==> src/rtl/uart_arb_pkg.sv <==
// Shared types for the UART transmit arbiter: FSM state encoding and
// pointer-width helper used to size requester indices.
package uart_arb_pkg;

  typedef enum logic [1:0] {
    ST_IDLE = 2'd0,
    ST_LOAD = 2'd1,
    ST_SEND = 2'd2,
    ST_HOLD = 2'd3
  } arb_state_e;

  function automatic int ptr_width(input int n);
    return (n > 32'sd1) ? $clog2(n) : 32'sd1;
  endfunction

  localparam int NUM_REQ_DEFAULT = 4;
  localparam int PTR_W           = ptr_width(NUM_REQ_DEFAULT);

endpackage

==> src/rtl/rr_pick.sv <==
// Combinational round-robin search: first asserted req at or above ptr,
// wrapping at N.
module rr_pick
  import uart_arb_pkg::*;
#(
  parameter int N = NUM_REQ_DEFAULT,
  parameter int W = ptr_width(N)
) (
  input  logic [N-1:0] req,
  input  logic [W-1:0] ptr,
  output logic [W-1:0] gnt_id,
  output logic         any
);

  logic [W-1:0] idx_s;

  // Scan from farthest to nearest so the nearest requester at or after ptr wins
  always_comb begin
    gnt_id = '0;
    idx_s  = '0;
    any    = |req;
    for (int k = N - 1; k >= 0; k--) begin
      idx_s  = W'((int'(ptr) + k) % N);
      gnt_id = req[idx_s] ? idx_s : gnt_id;
    end
  end

endmodule

==> src/rtl/uart_tx_arbiter.sv <==
// Shares one UART transmitter between NUM_REQ requesters with per-message
// ownership, round-robin arbitration and a LOAD/HOLD stall timeout.
module uart_tx_arbiter
  import uart_arb_pkg::*;
#(
  parameter int NUM_REQ = NUM_REQ_DEFAULT,
  parameter int TIMEOUT = 1024
) (
  input  logic                       sys_clk,
  input  logic                       rst_n,
  input  logic [NUM_REQ-1:0]         req_valid,
  input  logic [8*NUM_REQ-1:0]       req_data,
  input  logic [NUM_REQ-1:0]         req_last,
  output logic [NUM_REQ-1:0]         req_ready,
  output logic                       uart_tx_en,
  output logic [7:0]                 uart_tx_data,
  input  logic                       uart_tx_busy,
  output logic [$clog2(NUM_REQ)-1:0] grant_id,
  output logic                       arb_active,
  output logic                       err_timeout
);

  localparam int               IDW     = ptr_width(NUM_REQ);
  localparam int               CNT_W   = ptr_width(TIMEOUT);
  localparam logic [CNT_W-1:0] CNT_MAX = CNT_W'(TIMEOUT - 1);

  arb_state_e       state_r, state_s;
  logic [CNT_W-1:0] cnt_r, cnt_s;
  logic [IDW-1:0]   rr_ptr_r, ptr_s, pick_id_s, cap_id_s, rr_next_s;
  logic             pick_any_s, cap_s, timeout_s, last_r;

  rr_pick #(.N(NUM_REQ), .W(IDW)) u_pick (
    .req    (req_valid),
    .ptr    (rr_ptr_r),
    .gnt_id (pick_id_s),
    .any    (pick_any_s)
  );

  assign rr_next_s = (grant_id == IDW'(NUM_REQ - 1)) ? IDW'(0) : grant_id + IDW'(1);

  // Next-state, capture handshake and timeout decision
  always_comb begin
    state_s   = state_r;
    ptr_s     = rr_ptr_r;
    cap_s     = 1'b0;
    cap_id_s  = grant_id;
    timeout_s = 1'b0;
    case (state_r)
      ST_IDLE: begin
        if (pick_any_s && !uart_tx_busy) begin
          cap_s    = 1'b1;
          cap_id_s = pick_id_s;
          state_s  = ST_LOAD;
        end else begin
          state_s  = ST_IDLE;
        end
      end
      ST_LOAD: begin
        if (uart_tx_busy) begin
          state_s = ST_SEND;
        end else if (cnt_r == CNT_MAX) begin
          timeout_s = 1'b1;
          ptr_s     = rr_next_s;
          state_s   = ST_IDLE;
        end else begin
          state_s = ST_LOAD;
        end
      end
      ST_SEND: begin
        if (uart_tx_busy) begin
          state_s = ST_SEND;
        end else if (last_r) begin
          ptr_s   = rr_next_s;
          state_s = ST_IDLE;
        end else begin
          state_s = ST_HOLD;
        end
      end
      ST_HOLD: begin
        // A byte offered on the final HOLD cycle still wins over the abort
        if (req_valid[grant_id]) begin
          cap_s   = 1'b1;
          state_s = ST_LOAD;
        end else if (cnt_r == CNT_MAX) begin
          timeout_s = 1'b1;
          ptr_s     = rr_next_s;
          state_s   = ST_IDLE;
        end else begin
          state_s = ST_HOLD;
        end
      end
      default: begin
        state_s = ST_IDLE;
      end
    endcase
  end

  // Stall counter: restarts on every state entry, runs only while waiting
  always_comb begin
    cnt_s = '0;
    if (state_s != state_r) begin
      cnt_s = '0;
    end else if ((state_r == ST_LOAD) || (state_r == ST_HOLD)) begin
      cnt_s = cnt_r + CNT_W'(1);
    end else begin
      cnt_s = '0;
    end
  end

  // One-hot ready towards the requester being captured this cycle
  always_comb begin
    req_ready = '0;
    if (cap_s && rst_n) begin
      req_ready = NUM_REQ'(1) << cap_id_s;
    end else begin
      req_ready = '0;
    end
  end

  // State, stall counter and round-robin pointer
  always_ff @(posedge sys_clk) begin
    if (!rst_n) begin
      state_r  <= ST_IDLE;
      cnt_r    <= '0;
      rr_ptr_r <= '0;
    end else begin
      state_r  <= state_s;
      cnt_r    <= cnt_s;
      rr_ptr_r <= ptr_s;
    end
  end

  // Captured byte, owner and registered status outputs
  always_ff @(posedge sys_clk) begin
    if (!rst_n) begin
      grant_id     <= '0;
      uart_tx_data <= 8'h00;
      last_r       <= 1'b0;
      uart_tx_en   <= 1'b0;
      arb_active   <= 1'b0;
      err_timeout  <= 1'b0;
    end else begin
      if (cap_s) begin
        grant_id     <= cap_id_s;
        uart_tx_data <= req_data[{cap_id_s, 3'b000} +: 8];
        last_r       <= req_last[cap_id_s];
      end
      uart_tx_en  <= (state_s == ST_LOAD);
      arb_active  <= (state_s != ST_IDLE);
      err_timeout <= timeout_s;
    end
  end

endmodule

==> config.mk <==
export PLATFORM = sky130hd
export DESIGN_NAME = uart_tx_arbiter
export DESIGN_NICKNAME = d
export VERILOG_FILES = /design/src/rtl/uart_arb_pkg.sv /design/src/rtl/rr_pick.sv /design/src/rtl/uart_tx_arbiter.sv
export SDC_FILE = /design/constraint.sdc
export NUM_CORES = 1
export LEC_CHECK = 0
export ABC_CLOCK_PERIOD_IN_PS = 2770
export CORE_MARGIN = 4
export CORE_UTILIZATION = 47
export CTS_CLUSTER_SIZE = 30
export DETAILED_ROUTE_END_ITERATION = 16
export HOLD_SLACK_MARGIN = 0.02
export PLACE_DENSITY_LB_ADDON = 0.05
export SETUP_SLACK_MARGIN = 0.3
export SYNTH_ARGS = -nofsm -noshare
export SYNTH_HDL_FRONTEND = slang
export SYNTH_SLANG_ARGS = --single-unit
export TNS_END_PERCENT = 50
==> constraint.sdc <==
create_clock -name sys_clk -period 2.77 [get_ports sys_clk]
set_input_delay 0.554 -clock sys_clk [delete_from_list [all_inputs] [get_ports sys_clk]]
set_output_delay 0.554 -clock sys_clk [all_outputs]
set_load 0.005 [all_outputs]
# Yosys cells after proc, flatten, opt, wreduce, memory -nomap -nowiden
# Cells that the tools add are included.
# totals
output_inout_bits,17
ff_bits,28
word_cells,86
in_bits,43
# op_classes
n_lt_le_gt_ge,6
mux,41
n_eq_ne,11
n_addsub,5
reduce_logical,10
shifts,2
bitwise,2
# ops
cell,n
$mux 2,17
$shiftx 32x6->8,1
$lt 2x3->1 const B,6
$mux 1,13
$bmux 1 s2,6
$add 10x1->10 const B,1
$eq 10x10->1 const B,1
$ne 2x2->1 const B,4
$pmux 2 s4,1
$eq 2x2->1 const B,3
$pmux 2 s3,1
$reduce_and 5->1,1
$add 2x1->2 const B,2
$add 2x2->2 const B,2
$eq 2x1->1 const B,2
$mux 4,1
$pmux 1 s2,2
$reduce_or 4->1,1
$shl 1x2->4 const A,1
$reduce_bool 3->1,1
$reduce_or 3->1,1
$logic_and 1x1->1,2
$logic_not 2->1,1
$ne 2x2->1,1
4 further kinds,5

# Depth between registers and ports, before layout
# logic_depth
word_depth,11
mapped_depth,9
ltp_nobuf,7

# Hierarchy
# Synthesis repeated with hierarchy kept, for this count alone.
# hier_totals
cells_unflattened,191
area_unflattened_um2,1780.5
# modules_own_cells
mod,cells_per_inst,seq_area_each_um2,area_each_um2,instances
uart_tx_arbiter,178,560.5,1702.9,1
rr_pick,13,0.0,77.6,1

# Worst setup path after synthesis
# No wires, ideal clock.
# synth_path
path_type,input-to-output
startpoint,in req_valid[1]
endpoint,out req_ready[3]
arrival_ps,1998
required_time_ps,2216
path_stages,6
path_slack_ps,218
n_path_buf,1
path_cell_list,or4_4 -> a21boi_2 -> a31o_4 -> buf_6 -> inv_1 -> nor4_1
# synth_via
elab_chain_cells,10
word_cells_on_any_way,24
cone_classes,shift (1); mux (20); reduce/logical (3)
# synth_rtl
item,line_no,rtl
"start, declared",uart_tx_arbiter.sv:11,"input logic [NUM_REQ-1:0] req_valid,"
$bmux 1 s2,rr_pick.sv:24,gnt_id = req[idx_s] ? idx_s : gnt_id;
$mux 1 (not written as such),rr_pick.sv:24,
$mux 2 (4 in a row),rr_pick.sv:24,
$mux 2,uart_tx_arbiter.sv:50,if (pick_any_s && !uart_tx_busy) begin
$mux 2,uart_tx_arbiter.sv:48,case (state_r)
$shl 1x2->4,uart_tx_arbiter.sv:114,req_ready = NUM_REQ'(1) << cap_id_s;
$mux 4 (*),uart_tx_arbiter.sv:113,if (cap_s && rst_n) begin
"end, declared",uart_tx_arbiter.sv:14,"output logic [NUM_REQ-1:0] req_ready,"
# Every way passes the cells marked *; elsewhere a longest branch is shown, timed or not. The select of a mux whose other input is x is not followed.

# Final worst setup path
# layout_path
startpoint,in req_valid[0]
endpoint,out req_ready[0]
# Same word-level chain as after synthesis.

==> impl_metrics.env <==
export IMPL_status="completed"
export IMPL_cts_sinks=28
export IMPL_worstMarginPinSlew_ns=0.774
export IMPL_overflow=0
export IMPL_endpoint="req_ready[0]"
export IMPL_die_area_um2=5130
export IMPL_yosys_warnings=0
export IMPL_cts_tree="yes"
export IMPL_worstSetupEndpointType="output port"
export IMPL_ir_worst_vdd_uv=298
export IMPL_final_setup_viol_count=0
export IMPL_yosysUniqueCellTypes=50
export IMPL_critPathMaxFanout=4
export IMPL_rows=22
export IMPL_antenna_found_initial=0
export IMPL_die_w_um=71.6
export IMPL_layout_commonest_cell="clkdlybuf4s50_1"
export IMPL_synth_top_cells_by_area="dfxtp_1, mux2i_1, a2111oi_2"
export IMPL_crit_start="req_valid[0]"
export IMPL_async_flop_share=0
export IMPL_path_clk_slew_ns=0.09
export IMPL_period_needed_ns=2.53
export IMPL_yosysSeqAreaShare=0.295
export IMPL_syn_avg_cell_area_um2=9.06
export IMPL_io_pins=60
export IMPL_fin_nets=346
export IMPL_syn_num_nets=260
export IMPL_timing_rr_end="uart_tx_data[0]$_SDFFE_PN0N_"
export IMPL_synth_top_flop_cell="dfxtp_1"
export IMPL_p_leak_nw=1.06
export IMPL_cts_root_buf="clkbuf_8"
export IMPL_layout_common_cells="clkdlybuf4s50_1, buf_4, dfxtp_1, inv_1, o21ai_0"
export IMPL_clk_latency_ns=0.28
export IMPL_synth_area_leader_cell="dfxtp_1"
export IMPL_drv_cap=0
export IMPL_first_iter_violations=75
export IMPL_min_path_type="flop to flop"
export IMPL_dp_cells=336
export IMPL_critPathKind="primary input to output port"
export IMPL_insertedDiodeCount=0
export IMPL_fin_tns_setup_ns=0
export IMPL_grt_usage=0.212
export IMPL_clock_path_buffers=2
export IMPL_final_max_slew_viol_count=0
export IMPL_pre_cts_slack_ns=-0.565
export IMPL_cts_max_level=1
export IMPL_min_from="cnt_r[0]$_SDFF_PP0_"
export IMPL_final_util=0.746
export IMPL_fmax_mhz=396
export IMPL_arrival_ns=1.97
export IMPL_grt_max_degree=19
export IMPL_coreArea_um2=3800
export IMPL_drcViolationCount=0
export IMPL_syn_area_um2=1900
export IMPL_cp_start_kind="primary input"
export IMPL_wire_per_inst_um=15.3
export IMPL_die_h_um=71.6
export IMPL_port_buffers=59
export IMPL_p_per_area_nw_per_um2=377
export IMPL_reg2reg_depth=8
export IMPL_period_share=0.912
export IMPL_rsz0062_at_grt="true"
export IMPL_place_gp_congestion=0.869
export IMPL_detailroute_via_count=1893
export IMPL_worst_clock_skew_ns=0.00607
export IMPL_finalHoldViolations=0
export IMPL_ys_ff_latch=28
export IMPL_cts_buffers=3
export IMPL_r2r_start="state_r[1]$_SDFF_PN0_"
export IMPL_setup_slack_ns=0.245
export IMPL_power_total_mw=1.07
export IMPL_r2r_slack_ns=0.61
export IMPL_final_layout_size_suffix_gt1_frac=0.244
export IMPL_ant_nets=0
export IMPL_worst_ep_required_time_ns=2.22
export IMPL_synth_edff_count=0
export IMPL_cts_hold_buf=0
export IMPL_wl_um=5260
export IMPL_layout_cells_non_filler=343
export IMPL_grt_pass1_vias=1928
export IMPL_grt_pass1_wl_um=8830
export IMPL_netlist_instances=210
export IMPL_drtPass1Iterations=4
export IMPL_vias_per_cell=5.52
export IMPL_relSlewSlack=0.484
export IMPL_initial_core_util=0.501
export IMPL_hpwl_um=4180
export IMPL_synth_top_area_share=0.295
export IMPL_syn_to_final_growth_pct=48.8
[worst min-delay path by stage]
stage                          end  slack (ns)  cells past startpoint
3_5_place_dp   cnt_r[0]$_SDFF_PP0_        0.47                      1
4_1_cts        cnt_r[0]$_SDFF_PP0_        0.49                      1
2_1_floorplan  cnt_r[0]$_SDFF_PP0_        0.45                      1
6_report       cnt_r[0]$_SDFF_PP0_        0.48                      1
5_1_grt        cnt_r[0]$_SDFF_PP0_        0.52                      1
3_3_place_gp   cnt_r[0]$_SDFF_PP0_        0.47                      1
[kinds of logic (layout without fill, tap and decap cells)]
kind of cell,after synthesis,after routing,share of synthesized area
compound gates,66,66,0.297
xor+xnor,8,8,0.0368
fa+ha+maj,7,7,0.0460
buf+inv,30,115,0.0822
flops,28,28,0.295
mux,12,12,0.0717
simple gates,59,59,0.172
[synth_stat cells, types with 4 or more instances]
master / number
a311oi_1: 11
ha_1: 7
inv_1: 20
a2111oi_2: 7
a21oi_1: 6
mux2i_1: 11
o21ai_0: 13
nor2_1: 8
xnor2_1: 4
or3_1: 4
xor2_1: 4
dfxtp_1: 28
nor3_1: 10
a211oi_1: 11
nand2b_1: 5
nand2_1: 10
clkbuf_1: 4
nand3_1: 4
[metal layers]
metal | track usage | share of wire | wire [µm] | vias up
met5 | 0 | 0 | 0 | -
met4 | 0.0480 | 0.014 | 72 | 0
met3 | 0.0631 | 0.072 | 381 | 8
met2 | 0.356 | 0.47 | 2450 | 60
met1 | 0.269 | 0.45 | 2360 | 859
li1 | - | - | - | 966
[per-stage QoR]
stage	hold slack [ns]	instance area, µm²
global placement	0.469	2700
finish	0.484	2830
global route	0.521	2830
CTS	0.487	2800
detailed placement	0.474	2700
floorplan	0.449	1920
[state kept, by name, summed over array words and instances, names as in the netlist]
signal	count
cnt_r	10
err_timeout	1
uart_tx_data	8
last_r	1
state_r	2
uart_tx_en	1
arb_active	1
grant_id	2
rr_ptr_r	2
[power breakdown]
part           switching (mW)  internal (mW)  leakage (nW)
Combinational           0.168          0.205         0.805
Clock                   0.125          0.127        0.0288
Sequential             0.0140          0.429         0.230
Total                   0.308          0.761          1.06
[final cells by class]
type                            instances  area [µm²]
Fill cell                             305         966
Sequential cell                        28         563
Inverter                               20        75.1
Clock buffer                            4        55.1
Multi-Input combinational cell        152        1250
Tap cell                               48        60.1
Timing Repair Buffer                   91         828
[timing repair]
item / 4_1_cts / 5_1_grt
setup buffers: 3 / 0
gates resized for setup: 44 / 13
setup endpoints to repair: 13 / 5
pin swaps: 9 / 6
[worst max-delay path, stage by stage]
cell	delay (ns)
buf_4	0.13
or4_4	0.55
o211a_1	0.16
a31o_4	0.24
inv_2	0.07
and3_4	0.18
buf_6	0.09
Power figures use the tool's default switching activity.
